==> config.mk <==
export PLATFORM = sky130hd
export DESIGN_NAME = lif_neuron_unit
export DESIGN_NICKNAME = d
export VERILOG_FILES = /design/src/rtl/lif_neuron_unit.sv
export SDC_FILE = /design/constraint.sdc
export NUM_CORES = 1
export LEC_CHECK = 0
export BUFFER_PORTS_ARGS = -buffer_cell sky130_fd_sc_hd__clkbuf_2
export CORE_MARGIN = 2
export CORE_UTILIZATION = 45
export DETAILED_ROUTE_END_ITERATION = 16
export HOLD_SLACK_MARGIN = 0.03
export MAX_ROUTING_LAYER = met4
export PLACE_DENSITY_LB_ADDON = 0.3
export SYNTH_ARGS = -nofsm -noshare
export SYNTH_HDL_FRONTEND = slang
export SYNTH_SLANG_ARGS = --single-unit
==> constraint.sdc <==
create_clock -name clk -period 56.8 [get_ports clk]
set_clock_uncertainty 0.2 [all_clocks]
set_input_delay 0 -clock clk [delete_from_list [all_inputs] [get_ports clk]]
set_output_delay 0 -clock clk [all_outputs]
set_load 0.02 [all_outputs]
==> src/rtl/lif_neuron_unit.sv <==
// Leaky integrate-and-fire neuron with per-synapse weights, pre-synaptic traces
// and a trace-driven learning rule that runs on the cycle after a fire.
//
// state   | meaning
// --------+---------------------------------------------------------------
// INTEG   | integrate masked synaptic sum minus leak, fire on threshold
// FIRE    | one-cycle spike on out_inhi, weight update on exit when learn=1
// REFRAC  | potential held at 0 for REFRAC cycles, inputs ignored
module lif_neuron_unit #(
    parameter int N_SYN     = 25,
    parameter int W_W       = 4,
    parameter int W_INIT    = 8,
    parameter int POT_W     = 10,
    parameter int THRESHOLD = 200,
    parameter int LEAK      = 1,
    parameter int REFRAC    = 5,
    parameter int TRACE_LEN = 4
) (
    input  logic             clk,
    input  logic             rst,
    input  logic             learn,
    input  logic [N_SYN:1]   spike_in,
    input  logic [N_SYN:1]   synapse_mask,
    input  logic             inhibition,
    output logic             out_inhi,
    output logic [POT_W-1:0] potential,
    output logic             refractory,
    input  logic [4:0]       w_rd_sel,
    output logic [W_W-1:0]   w_rd_data
);

    localparam int SUM_W = $clog2(N_SYN * ((1 << W_W) - 1) + 1);
    localparam int EXT_W = ((SUM_W > POT_W) ? SUM_W : POT_W) + 2;
    localparam int TR_W  = 3;
    localparam int CNT_W = (REFRAC > 2) ? $clog2(REFRAC) : 1;

    localparam logic [W_W-1:0]   W_MAX    = '1;
    localparam logic [W_W-1:0]   W_RST    = W_W'(W_INIT);
    localparam logic [EXT_W-1:0] POT_MAX  = EXT_W'((1 << POT_W) - 1);
    localparam logic [EXT_W-1:0] LEAK_EXT = EXT_W'(LEAK);
    localparam logic [EXT_W-1:0] THR_EXT  = EXT_W'(THRESHOLD);

    typedef enum logic [1:0] {
        ST_INTEG  = 2'd0,
        ST_FIRE   = 2'd1,
        ST_REFRAC = 2'd2
    } state_t;

    state_t             state, state_nxt;
    logic [POT_W-1:0]   pot_nxt;
    logic [CNT_W-1:0]   cnt, cnt_nxt;
    logic [W_W-1:0]     weight [1:N_SYN];
    logic [TR_W-1:0]    trace  [1:N_SYN];
    logic [SUM_W-1:0]   syn_sum;
    logic [EXT_W-1:0]   pot_raw;
    logic [EXT_W-1:0]   pot_int;
    logic               crossing;
    logic               learn_now;

    always_comb begin
        syn_sum = '0;
        for (int i = 1; i <= N_SYN; i++) begin
            if (spike_in[i] && synapse_mask[i]) begin
                syn_sum = syn_sum + SUM_W'(weight[i]);
            end
        end
    end

    // Leak is applied after adding the sum so a full-strength input still nets positive.
    always_comb begin
        pot_raw = EXT_W'(potential) + EXT_W'(syn_sum);
        if (pot_raw <= LEAK_EXT) begin
            pot_int = '0;
        end else if ((pot_raw - LEAK_EXT) > POT_MAX) begin
            pot_int = POT_MAX;
        end else begin
            pot_int = pot_raw - LEAK_EXT;
        end
        crossing = (pot_int >= THR_EXT);
    end

    always_ff @(posedge clk or posedge rst) begin
        if (rst) begin
            state     <= ST_INTEG;
            potential <= '0;
            cnt       <= '0;
        end else begin
            state     <= state_nxt;
            potential <= pot_nxt;
            cnt       <= cnt_nxt;
        end
    end

    always_comb begin
        state_nxt = state;
        pot_nxt   = potential;
        cnt_nxt   = cnt;
        case (state)
            ST_INTEG: begin
                if (inhibition) begin
                    pot_nxt = '0;
                end else if (crossing) begin
                    state_nxt = ST_FIRE;
                    pot_nxt   = '0;
                end else begin
                    pot_nxt = pot_int[POT_W-1:0];
                end
            end
            ST_FIRE: begin
                state_nxt = ST_REFRAC;
                pot_nxt   = '0;
                cnt_nxt   = CNT_W'(REFRAC - 1);
            end
            ST_REFRAC: begin
                pot_nxt = '0;
                if (cnt == '0) begin
                    state_nxt = ST_INTEG;
                end else begin
                    cnt_nxt = cnt - CNT_W'(1);
                end
            end
            default: begin
                state_nxt = ST_INTEG;
                pot_nxt   = '0;
                cnt_nxt   = '0;
            end
        endcase
    end

    assign out_inhi   = (state == ST_FIRE);
    assign refractory = (state == ST_REFRAC);
    assign learn_now  = (state == ST_FIRE) && learn;

    // Learning reads the trace value from before this edge's reload/decay.
    always_ff @(posedge clk or posedge rst) begin
        if (rst) begin
            for (int i = 1; i <= N_SYN; i++) begin
                trace[i]  <= '0;
                weight[i] <= W_RST;
            end
        end else begin
            for (int i = 1; i <= N_SYN; i++) begin
                if (spike_in[i]) begin
                    trace[i] <= TR_W'(TRACE_LEN);
                end else if (trace[i] != '0) begin
                    trace[i] <= trace[i] - TR_W'(1);
                end

                if (learn_now && synapse_mask[i]) begin
                    if (trace[i] != '0) begin
                        if (weight[i] != W_MAX) begin
                            weight[i] <= weight[i] + W_W'(1);
                        end
                    end else if (weight[i] != '0) begin
                        weight[i] <= weight[i] - W_W'(1);
                    end
                end
            end
        end
    end

    always_comb begin
        w_rd_data = '0;
        for (int i = 1; i <= N_SYN; i++) begin
            if (w_rd_sel == 5'(i)) begin
                w_rd_data = weight[i];
            end
        end
    end

endmodule

==> results by group <==
Global route
  – Antenna violations before repair: 3
  – Vias in the first global route: 15900
  – Largest net degree at the start of global routing: ~120
  – Overall fraction of global-route tracks in use: 22.4%
  – Sum of overflow across all layers after global routing: 0
  – First-pass GRT wire length: about 80000 um

Die
  – Initial Util: roughly 46%
  – Die extent in y: 213 um
  – Std cell rows: 76
  – # IOs: 75
  – Core region area: ~43000 um^2
  – Die Footprint: around 45000 um^2
  – Chip Width: between 200 and 250 um

Clock tree
  – Sink Count: 190
  – Clock tree from TritonCTS: built
  – Deepest level of the CTS H-tree: 4
  – Clock tree root driver cell: sky130_fd_sc_hd__clkbuf_16
  – Hold-fix buffers, CTS: just over 60
  – Clock latency on the worst-skew pair: about 0.50 ns
  – Buffer levels on the longest clock path: 2
  – CTS buffer count: 17
  – Worst-path clk slew: ~0.08 ns
  – Number of setup buffers added after CTS: 0
  – Resized Gates After CTS: 0

Worst setup path
  – Worst-path cell with the longest stage delay: sky130_fd_sc_hd__a31oi_1
  – Buffering stage count on the worst path with inverters included: 13
  – Crit path from: weight[96]$_DFFE_PP0P_
  – Most common cell type on the critical path: sky130_fd_sc_hd__fa_1
  – Category of the worst setup path launch point: flip-flop
  – Data arrival time of the critical path: between 20 and 25 ns
  – Required time of the worst setup path: approximately 57 ns
  – Cell class contributing the biggest share of worst-path delay: adder cells
  – Worst Setup End Kind: flip-flop
  – Largest incremental delay on the critical path: slightly below 0.6 ns
  – CP Class: reg2reg
  – Startpoint of the worst register-to-register path: weight[96]$_DFFE_PP0P_
  – Critical Path Fanout Max: 10

Finish
  – Synth-to-layout area growth: 11.5%
  – Layout cell share with drive strength beyond 1: 10.6%
  – Most common library cell in the layout ignoring fill and taps: sky130_fd_sc_hd__inv_1
  – Number of nets in the layout: between 2000 and 3000
  – Most frequent cells in the layout: sky130_fd_sc_hd__inv_1 (253), sky130_fd_sc_hd__ha_1 (212), sky130_fd_sc_hd__xnor2_1 (189), sky130_fd_sc_hd__nor2_1 (179), sky130_fd_sc_hd__nand2_1 (167)
  – Number of filler cells placed in the layout: 4043

Routing
  – Post-DRT Antenna Nets: 0
  – Via-to-Cell Ratio: ~5.5
  – Overall routed net length: approximately 47000 um
  – Drc violations: 0
  – Via count of the routed design: approximately 16000
  – Wire length per cell after detailed routing: 15.7 um
  – Violation count after the first detailed-route iteration: 858
  – Router iterations before antenna repair: 5

Run status
  – Outcome: completed

Logic synthesis
  – Post-synthesis instance total: between 2000 and 2500
  – Distinct cell type count of the synthesized netlist: a little under 100
  – Most instantiated flip-flop cell in the synthesis netlist: sky130_fd_sc_hd__dfrtp_1
  – Avg Synthesized Cell Area: just under 9 um^2
  – Multiplexer share of the synthesized area: a little over 6%
  – FFs w/ async S/R, synth: 100%
  – Number of flops mapped to enable cells by yosys: 0
  – Sequential fraction of the synthesis area: approximately a quarter
  – Simple-gate share of the synthesized area: between 15 and 20%
  – Fraction of the mapped netlist area in compound gates: ~17%
  – Fraction of synthesized cell area in xor and xnor cells: a little under an eighth
  – Dominant combinational cell family by area after synthesis: adder cells
  – Area share of fa/ha/maj cells after synthesis: between 10% and 20%
  – Number of flip-flops and latches in the synthesized netlist: 190
  – Synthesized area: around 20000 um^2
  – Number of warnings issued by yosys: 0

STA
  – Final Max Tran Viols: 0
  – Slew margin rel.: between 30 and 40%
  – Total Neg Setup Slack: 0 ns
  – Final Hold Violating Endpoints: 0
  – Achievable Freq: about 40 MHz
  – Final-report setup violation count: 0
  – Slew at the pin closest to its max-slew limit: about 0.96 ns
  – Post-layout min period: ~25 ns
  – Setup repair after global routing missed its margin: no
  – Post-route fraction of the period consumed by the critical path: 43.6%

Placed design
  – HPWL after detailed placement: between 30000 and 40000 um
  – Routability Congestion: approximately 0.91
  – Number of input and output port buffers inserted: 74

Min path
  – Hold crit path type: in2async

Flow run
  – Max Cap Violations: 0
-- state kept, by name, summed over array words and instances (netlist names) --
name,cells
trace,75
potential,10
weight,100
cnt,3
state,2
-- final timing paths --
| check | depth (start not counted) | slack (ns) | end |
|---|---|---|---|
| worst min register to register | 1 | 0.28 | trace[47]$_DFFE_PP0P_ |
| worst max register to register | 103 | 32.06 | potential[3]$_DFF_PP0_ |
| min in group clk | 3 | 0.07 | trace[51]$_DFFE_PP0P_ |
| max in group asynchronous | 4 | 54.94 | potential[8]$_DFF_PP0_ |
| worst min-delay path | 3 | 0.03 | trace[71]$_DFFE_PP0P_ |
| worst max-delay path | 103 | 32.06 | potential[3]$_DFF_PP0_ |
-- worst min-delay path: cells and delay by family --
family,cells,cell delay (ns)
buf+inv,3,1.28
-- synth_stat cells (9+ instances only) --
cell type,instances,area [um^2]
sky130_fd_sc_hd__a31oi_1,19,119
sky130_fd_sc_hd__clkbuf_1,18,67.6
sky130_fd_sc_hd__inv_1,254,953
sky130_fd_sc_hd__nor2_1,179,672
sky130_fd_sc_hd__nand4_1,32,200
sky130_fd_sc_hd__nand2b_1,56,350
sky130_fd_sc_hd__a21o_1,51,383
sky130_fd_sc_hd__dfrtp_1,165,4130
sky130_fd_sc_hd__nor2b_1,40,250
sky130_fd_sc_hd__dfstp_2,25,657
sky130_fd_sc_hd__o211ai_1,13,97.6
sky130_fd_sc_hd__nor3_1,25,125
sky130_fd_sc_hd__o21a_1,15,113
sky130_fd_sc_hd__nand3_1,38,190
sky130_fd_sc_hd__a211oi_1,55,413
sky130_fd_sc_hd__ha_1,212,2650
sky130_fd_sc_hd__a211o_1,9,78.8
sky130_fd_sc_hd__xor2_1,23,201
sky130_fd_sc_hd__a21oi_1,158,791
sky130_fd_sc_hd__fa_1,50,1000
sky130_fd_sc_hd__and2_1,22,138
sky130_fd_sc_hd__xnor2_1,189,1660
sky130_fd_sc_hd__nor4_1,27,169
sky130_fd_sc_hd__and3_1,15,93.8
sky130_fd_sc_hd__nand2_1,167,627
sky130_fd_sc_hd__mux2i_1,48,480
sky130_fd_sc_hd__mux2_2,50,563
sky130_fd_sc_hd__o21ai_0,80,400
sky130_fd_sc_hd__o31ai_1,31,233
-- layout make-up --
| cell class | instances | area (um^2) | share of cell area, % |
|---|---|---|---|
| clock buffer | 18 | 439 | 2.01 |
| inverter | 254 | 961 | 4.39 |
| tap | 585 | 732 | 3.34 |
| sequential | 190 | 4790 | 21.9 |
| multi-input combinational | 1776 | 13800 | 63.0 |
| timing repair buffer | 140 | 1020 | 4.66 |
| clock inverter | 14 | 155 | 0.709 |
| antenna | 3 | 7.51 | 0.0343 |
-- layer usage --
| layer | wire length [um] | global-route usage (%) |
|---|---|---|
| met5 | 0 | - |
| met4 | 937 | 7.02 |
| met3 | 1820 | 3.54 |
| met2 | 21300 | 34.8 |
| met1 | 22800 | 29.9 |
-- metrics by stage --
step	instance area (um^2)	cells	hold WS, ns	utilization, %	setup slack, ns
global route	21900	2980	0.0605	50.8	30.00
floorplan	19600	2247	-0.134	-	34.62
finish	21900	2980	0.0276	50.8	32.06
CTS	21900	2977	0.0318	50.8	32.02
detailed placement	20700	2883	0.0246	48.0	32.13
global placement	20700	2883	0.0163	48.0	32.92
-- cell families after synthesis --
family / Yosys count
AND/OR/NAND/NOR: 650
AO/OA/AOI/OAI: 518
buffers and inverters: 281
adder cells (fa/ha/maj): 266
XOR/XNOR: 233
flip-flops: 190
multiplexers: 107
other: 1
Power is not shown: default switching activity piles up to over one toggle a cycle in this logic, so the estimate is an artifact.
